`config.mk`:
```
export PLATFORM = sky130hd
export DESIGN_NAME = x_dsm_quant
export DESIGN_NICKNAME = d
export VERILOG_FILES = /design/src/rtl/x_dsm_quant.sv
export SDC_FILE = /design/constraint.sdc
export NUM_CORES = 1
export LEC_CHECK = 0
export CAP_MARGIN = 20
export CORE_MARGIN = 3
export CORE_UTILIZATION = 50
export DETAILED_ROUTE_END_ITERATION = 10
export PLACE_DENSITY = 0.79
export SYNTH_ARGS = -nofsm -noshare
export SYNTH_HDL_FRONTEND = slang
export SYNTH_SLANG_ARGS = --single-unit
```
`constraint.sdc`:
```
create_clock -name i_clk -period 3.6 [get_ports i_clk]
set_clock_uncertainty 0.2 [all_clocks]
set_input_delay 0.54 -clock i_clk [delete_from_list [all_inputs] [get_ports i_clk]]
set_output_delay 0.54 -clock i_clk [all_outputs]
set_load 0.03 [all_outputs]
```
`src/rtl/x_dsm_quant.sv`:
```
// First-order delta-sigma quantiser: holds each PCM sample for OSR clocks and emits a B-bit code per clock.
// Latency: sample accepted at edge t -> active at t+1 -> first code registered at t+2.
// Backpressure: single-entry buffer, o_ready = !buf_valid; the buffer drains only at an OSR boundary.
module x_dsm_quant #(
    parameter int N   = 64,
    parameter int W   = 16,
    parameter int OSR = 32
) (
    input  logic                 i_clk,
    input  logic                 i_nrst,
    input  logic                 i_valid,
    input  logic [W-1:0]         i_sample,
    output logic                 o_ready,
    output logic [$clog2(N)-1:0] o_bin,
    output logic                 o_underrun,
    output logic                 o_running
);

    localparam int B  = $clog2(N);
    localparam int F  = W - B;
    localparam int CW = $clog2(OSR);
    localparam logic [CW-1:0] CNT_LAST = CW'(OSR - 1);
    localparam logic [B:0]    Q_MAX    = (B + 1)'(N - 1);

    typedef enum logic {
        IDLE = 1'b0,
        RUN  = 1'b1
    } state_t;

    state_t         state_q;
    logic [W-1:0]   buf_q;
    logic           buf_vld_q;
    logic [W-1:0]   active_q;
    logic [F-1:0]   err_q;
    logic [CW-1:0]  cnt_q;
    logic [B-1:0]   bin_q;
    logic           underrun_q;

    logic [W:0]     sum;
    logic [B:0]     q;
    logic [B-1:0]   code_d;
    logic [F-1:0]   err_d;

    // Overflow past the top element saturates the error so the output stays pinned at N-1.
    always_comb begin
        sum    = {1'b0, active_q} + {{(B + 1){1'b0}}, err_q};
        q      = sum[W:F];
        code_d = q[B-1:0];
        err_d  = sum[F-1:0];
        if (q > Q_MAX) begin
            code_d = B'(N - 1);
            err_d  = '1;
        end
    end

    always_ff @(posedge i_clk or negedge i_nrst) begin
        if (!i_nrst) begin
            state_q    <= IDLE;
            buf_q      <= '0;
            buf_vld_q  <= 1'b0;
            active_q   <= '0;
            err_q      <= '0;
            cnt_q      <= '0;
            bin_q      <= '0;
            underrun_q <= 1'b0;
        end else begin
            underrun_q <= 1'b0;
            if (i_valid && !buf_vld_q) begin
                buf_q     <= i_sample;
                buf_vld_q <= 1'b1;
            end
            case (state_q)
                IDLE: begin
                    cnt_q <= '0;
                    err_q <= '0;
                    bin_q <= '0;
                    if (buf_vld_q) begin
                        active_q  <= buf_q;
                        buf_vld_q <= 1'b0;
                        state_q   <= RUN;
                    end
                end
                RUN: begin
                    bin_q <= code_d;
                    err_q <= err_d;
                    if (cnt_q == CNT_LAST) begin
                        cnt_q <= '0;
                        if (buf_vld_q) begin
                            active_q  <= buf_q;
                            buf_vld_q <= 1'b0;
                        end else begin
                            underrun_q <= 1'b1;
                        end
                    end else begin
                        cnt_q <= cnt_q + CW'(1);
                    end
                end
                default: state_q <= IDLE;
            endcase
        end
    end

    assign o_ready    = !buf_vld_q;
    assign o_bin      = bin_q;
    assign o_underrun = underrun_q;
    assign o_running  = (state_q == RUN);

endmodule
```
==> flow_summary_export.csv <==
group,metric,value,unit
clock_network,cts-buffers-inserted,5,
worst_setup_path,critical_path_class,"reg2reg",
clock_network,cts_tree,"yes",
global_routing,grt_antenna_before_repair,0,
worst_setup_path,rr_endpoint,"err_q[3]$_DFF_PN0_",
final_layout,final_net_count,266,
route,finalWirelength,4280,um
clock_network,clk-insertion-delay-late,0.31,ns
logic_synthesis,synth_ff_type,"dfrtp_1",
die,core.rowCount,25,
global_routing,overflow,0,
clock_network,clockRootBuffer,"clkbuf_8",
route,met3_wirelength,208,um
timing,grt_setup_unrepaired,"no",
run_status,status,"finished, final reports clean",
logic_synthesis,seq_area_frac_synth,54.2,%
global_routing,grt_pass1_wl,7380,um
logic_synthesis,syn_avg_cell_area,12.7,sq um
power,total_power,0.00259,W
route,first_pass_iters,4,
clock_network,post-cts-setup-buffers,0,
clock_network,clk_pin_slew_worst_paths,0.09,ns
die,core_area,4850,sq um
placement,gp_congestion,0.807,
worst_setup_path,ff2ff_path_depth,7,
timing,finalMaxSlewViolations,0,
final_layout,drive_gt1_share,19.6,%
timing,relSlewSlack,39.8,%
route,topRoutingLayerUsed,"met4",
timing,fmax,372,MHz
route,drt_iter0_drc,117,
power,p_per_area,859,nW/um^2
die,start_util,53.3,%
clock_network,htree_levels,2,
route,wire_per_inst,14.2,um
worst_setup_path,reg2reg_slack,0.91,ns
final_layout,diodes,0,
timing,setup_viol,0,
timing,tightest_slew,0.902,ns
logic_synthesis,synth-edff-count,0,
route,drc_errors,0,
clock_network,cts-resized-gates,0,
route,vias,1644,
timing,finalHoldViolCount,0,
timing,finalSetupTns,0,ns
placement,place_ws,0.930,ns
job,maxCapViolCount,0,
timing,finalWorstSetupSlack,0.912,ns
logic_synthesis,synthesis.nets,235,
final_layout,areaGrowthSynthToFinish,16.7,%
route,wl_met1,1950,um
clock_network,cts.sinks,56,
route,antenna_left,0,
final_layout,multiInputGateArea,1130,sq um
global_routing,grt_use_total,15.4,%
worst_setup_path,cp.arrival,2.69,ns
die,ios,28,
worst_setup_path,cp-end-kind,"register",
route,viasPerCell,5.44,
logic_synthesis,synthCells,203,
global_routing,grt_max_degree,44,
logic_synthesis,ys_async_sr_fraction,100,%
route,dr_wl_met2,1990,um
logic_synthesis,syn_area,2580,sq um
logic_synthesis,synth_cell_types,37,
worst_setup_path,startpoint_type,"register",
final_layout,final_common_cell,"dfrtp_1",
worst_hold_path,hold_path_class,"in2async",
die,dieArea,6070,sq um
power,ir_worst_vdd,393,uV
worst_setup_path,regToRegStartpoint,"active_q[0]$_DFFE_PN0P_",
placement,io_buffers,27,
clock_network,clockBufferDepth,2,
die,die_w,77.9,um
placement,dp_hpwl,3050,um
die,die_h,77.9,um
clock_network,cts-hold-fix-buffers,0,
final_layout,seqCellArea,1400,sq um
timing,fin_crit_sh,74.7,%
final_layout,n_fill_cell,403,
global_routing,grt_pass1_vias,1653,
worst_setup_path,cp_max_fo,9,
worst_setup_path,cp_data_required_time,3.61,ns
final_layout,final_cell_mix,"dfrtp_1 (56), mux2_2 (32), clkdlybuf4s50_1 (26)",
worst_setup_path,crit_end,"err_q[3]$_DFF_PN0_",
logic_synthesis,synth-seq-cells,56,
timing,fin_crit,2.69,ns
power,p_leak,1.33,nW
worst_setup_path,crit_path_start,"active_q[0]$_DFFE_PN0P_",
logic_synthesis,yosysWarnings,0,
## flip-flops by register name (all words and copies together) (netlist names)
name / count
active_q: 16
buf_vld_q: 1
o_running: 1
err_q: 10
o_underrun: 1
buf_q: 16
cnt_q: 5
o_bin: 6
## area by class of cell
cell class | count | area share (%)
Inverter | 6 | 0.747
Timing Repair Buffer | 30 | 9.54
Multi-Input combinational cell | 135 | 37.5
Clock buffer | 8 | 2.99
Tap cell | 67 | 2.78
Sequential cell | 56 | 46.5
## worst max-delay path, stage by stage (launching register included)
cell and delay, ns:
dfrtp_1 0.39, ha_1 0.22, fa_1 0.40, a21o_1 0.21
a221oi_2 0.44, o311ai_4 0.20, and2_1 0.29, o21a_1 0.23
## report_power, final
part | total [W] | switching, W | internal, W
combinational | 0.00123 | 0.000612 | 0.000615
sequential | 0.00102 | 0.000135 | 0.000883
clock | 0.000344 | 0.000187 | 0.000157
total | 0.00259 | 0.000935 | 0.00166
## cells in the mapped netlist (4+ instances only)
cell,n,area share (%)
clkbuf_1,4,0.58
nor2_1,8,1.2
ha_1,12,5.8
mux2_2,32,14
nand3_1,7,1.4
xor2_1,6,2.0
o21a_1,13,3.8
inv_1,6,0.87
dfrtp_1,56,54
a21oi_1,5,0.97
nand2_1,13,1.9
## per-layer routing
layer,global-route usage (%),vias to the layer above
li1,-,796
met1,19.6,802
met2,24.7,36
met3,4.06,10
met4,7.12,0
met5,0,-
## worst min-delay path by stage
stage | slack, ns | to | start | cells after the start
after floorplan | 0.04 | active_q[0]$_DFFE_PN0P_ | i_nrst | 0
after global placement | 0.25 | cnt_q[0]$_DFF_PN0_ | cnt_q[0]$_DFF_PN0_ | 1
after detailed placement | 0.26 | cnt_q[0]$_DFF_PN0_ | cnt_q[0]$_DFF_PN0_ | 1
after CTS | 0.20 | o_running$_DFF_PN0_ | i_nrst | 1
after global routing | 0.23 | buf_q[10]$_DFFE_PN0P_ | i_nrst | 1
final | 0.16 | cnt_q[2]$_DFF_PN0_ | i_nrst | 1
## cells by family after synthesis
family / after synthesis / synth area share (%)
buffers and inverters: 12 / 2.03
and+or+nand+nor: 39 / 7.22
muxes: 32 / 13.9
AOI/OAI and AO/OA: 42 / 12.9
xor gates and xnor gates: 9 / 3.05
DFF: 56 / 54.2
adders and majority gates: 13 / 6.59
## metrics by stage
stage	instance area, sq um	hold WS [ns]	util, %	instances
after floorplan	2580	0.0444	-	203
after global placement	2930	0.250	60.3	294
after detailed placement	2930	0.259	60.3	294
after CTS	3020	0.202	62.2	302
after global routing	3020	0.232	62.2	302
final	3020	0.157	62.2	302
Power figures use the tool's default switching activity.
==> edit: new RTL, config.mk and constraints unchanged <==
Set the parameter `W` to 18 (it was 16).
--- a/src/rtl/x_dsm_quant.sv
+++ b/src/rtl/x_dsm_quant.sv
@@ -4,5 +4,5 @@
 module x_dsm_quant #(
     parameter int N   = 64,
-    parameter int W   = 16,
+    parameter int W   = 18,
     parameter int OSR = 32
 ) (
Interface: changed (resized i_sample); port bits go from 28 to 30. No check against the original RTL was run, so the function may have changed too.
==> edit against the unedited design <==
The run now ends with hold timing left; sequential share of layout area down 3.9 points; synthesized area increased by 18%; cell area is 21% higher; largest cell class unchanged; first-iteration DRC count grew 90%; via count rose by 28%; sequential cell count increased by 6; routed wire length rose by 36%; worst hold slack got worse by 0.16 ns; worst setup slack worse by 0.24 ns; critical path depth unchanged; power increased by 37%; maximum frequency fell by 8.2%; non-clock buffer count increased by 4.
==> edit: results <==
timing:
  worst_pin_slew_ns: 0.941
  hold_slack_ns: -0.00393
  hold_viol: 8
pwr:
  p_leak_nw: 1.58
  ir_worst_vdd_v: 0.000456
clocking:
  cts_buffer_depth: 2
  h-tree-depth: 3
  worst_skew_pair.late_latency_ns: 0.34
  path_clk_slew_ns: 0.07
  clockRootBuffer: "clkbuf_8"
  cts_made_buffers: 9
placement:
  port_buffers: 29
  dp_hpwl_mm: 4.15
  dp.cells: 348
  gp_congestion: 0.880
min_path:
  hp-class: "input pin to asynchronous set/reset pin"
yosys:
  ys.flop_type: "dfrtp_1"
  postSynthAreaPerCell_sq_um: 12.0
  syn_nets: 290
  yosys.cell_types.count: 45
  synth_commonest_cells: "62 x dfrtp_1, 37 x mux2_2, 14 x ha_1, 14 x o21a_1, 13 x nand2_1"
  synth_area_leaders: "dfrtp_1 51%, mux2_2 14%, ha_1 5.7%, o21a_1 3.4%, xnor2_1 2.3%"
  ys_seq_area_frac: 0.508
  async_reset_ff_frac: 1.00
layout:
  fill_cells: 439
  largest_registers: "active_q x18, buf_q x18, err_q x12"
  fin_nets: 324
  diodes: 0
  drive_gt1_frac: 0.218
worst_setup_path:
  critPathSlowestCell: "o41a_1"
  r2r-start: "active_q[0]"
  slowest_delay_ns: 0.47
  critPathArrivalTime_ns: 2.94
  rrSetupSlack_ns: 0.67
  critPathCapture: "err_q[11]"
  cp_max_fo: 14
drt:
  dr.pass1.iters: 4
  drt-met1-wl_mm: 2.73
  wl_mm: 5.81
  wl_met3_microns: 230
  drt_iter0_drc: 222
  wl_met2_mm: 2.69
  avgViaCountPerCell: 5.75
  drc: 0
  wire_per_inst_microns: 15.9
global_route:
  use_met1: 0.235
  grt_pass1_vias: 2195
  antenna_found_initial: 0
  grt_max_degree: 49
  gr-usage-met2: 0.278
  grtUsageTotal: 0.178
  gr-usage-met3: 0.0383
  grt_pass1_wl_mm: 10.1
outcome:
  violations: "hold timing"
  status: "finished, violations left"
[edit: cell count changes in the layout (fill, tap and decap cells not counted), moves of 3 or more]
cell	change
clkbuf_8	+5
a21oi_1	+3
inv_1	+4
dfrtp_1	+6
mux2_2	+5
a21o_1	+5
xnor2_1	+5
a211oi_1	+3
[edit: logic make-up (layout without fill, tap and decap cells)]
family,count (synthesis),in the layout,synth area share
AOI/OAI and AO/OA,64,64,0.159
and+or+nand+nor,42,42,0.0675
muxes,38,38,0.140
xor gates and xnor gates,12,12,0.0344
adders and majority gates,15,15,0.0639
DFF,62,62,0.508
buffers and inverters,21,60,0.0278
[edit: final cells by class]
cell class	count	area, sq um	area share
sequential	62	1550	0.426
timing repair buffer	34	343	0.0940
inverter	10	37.5	0.0103
multi-input combinational	171	1420	0.390
tap	72	90.1	0.0247
clock inverter	3	42.5	0.0117
clock buffer	13	159	0.0436
[edit: worst max-delay path: cells and delay by family, from the launching register on]
family	cells	cell delay [ns]
AO/OA/AOI/OAI	5	1.58
adder cells (fa/ha/maj)	2	0.65
flip-flops	1	0.38
[edit: power by group]
part           leakage [nW]  switching (mW)  internal, mW
Combinational         0.752           0.920         0.865
Sequential            0.732           0.151         0.987
Clock                0.0996           0.259         0.357
[edit: stage by stage]
stage                util  instance area (sq um)  total power, mW  hold slack [ns]  setup WS, ns
finish              0.639                   3650             3.54         -0.00393         0.673
detailed placement  0.599                   3420             2.93            0.252         0.672
floorplan               -                   3060             2.53           0.0444         0.961
global placement    0.599                   3420             2.88            0.246         0.734
global route        0.639                   3650             3.82           0.0368         0.551
CTS                 0.634                   3620             3.55            0.222         0.666
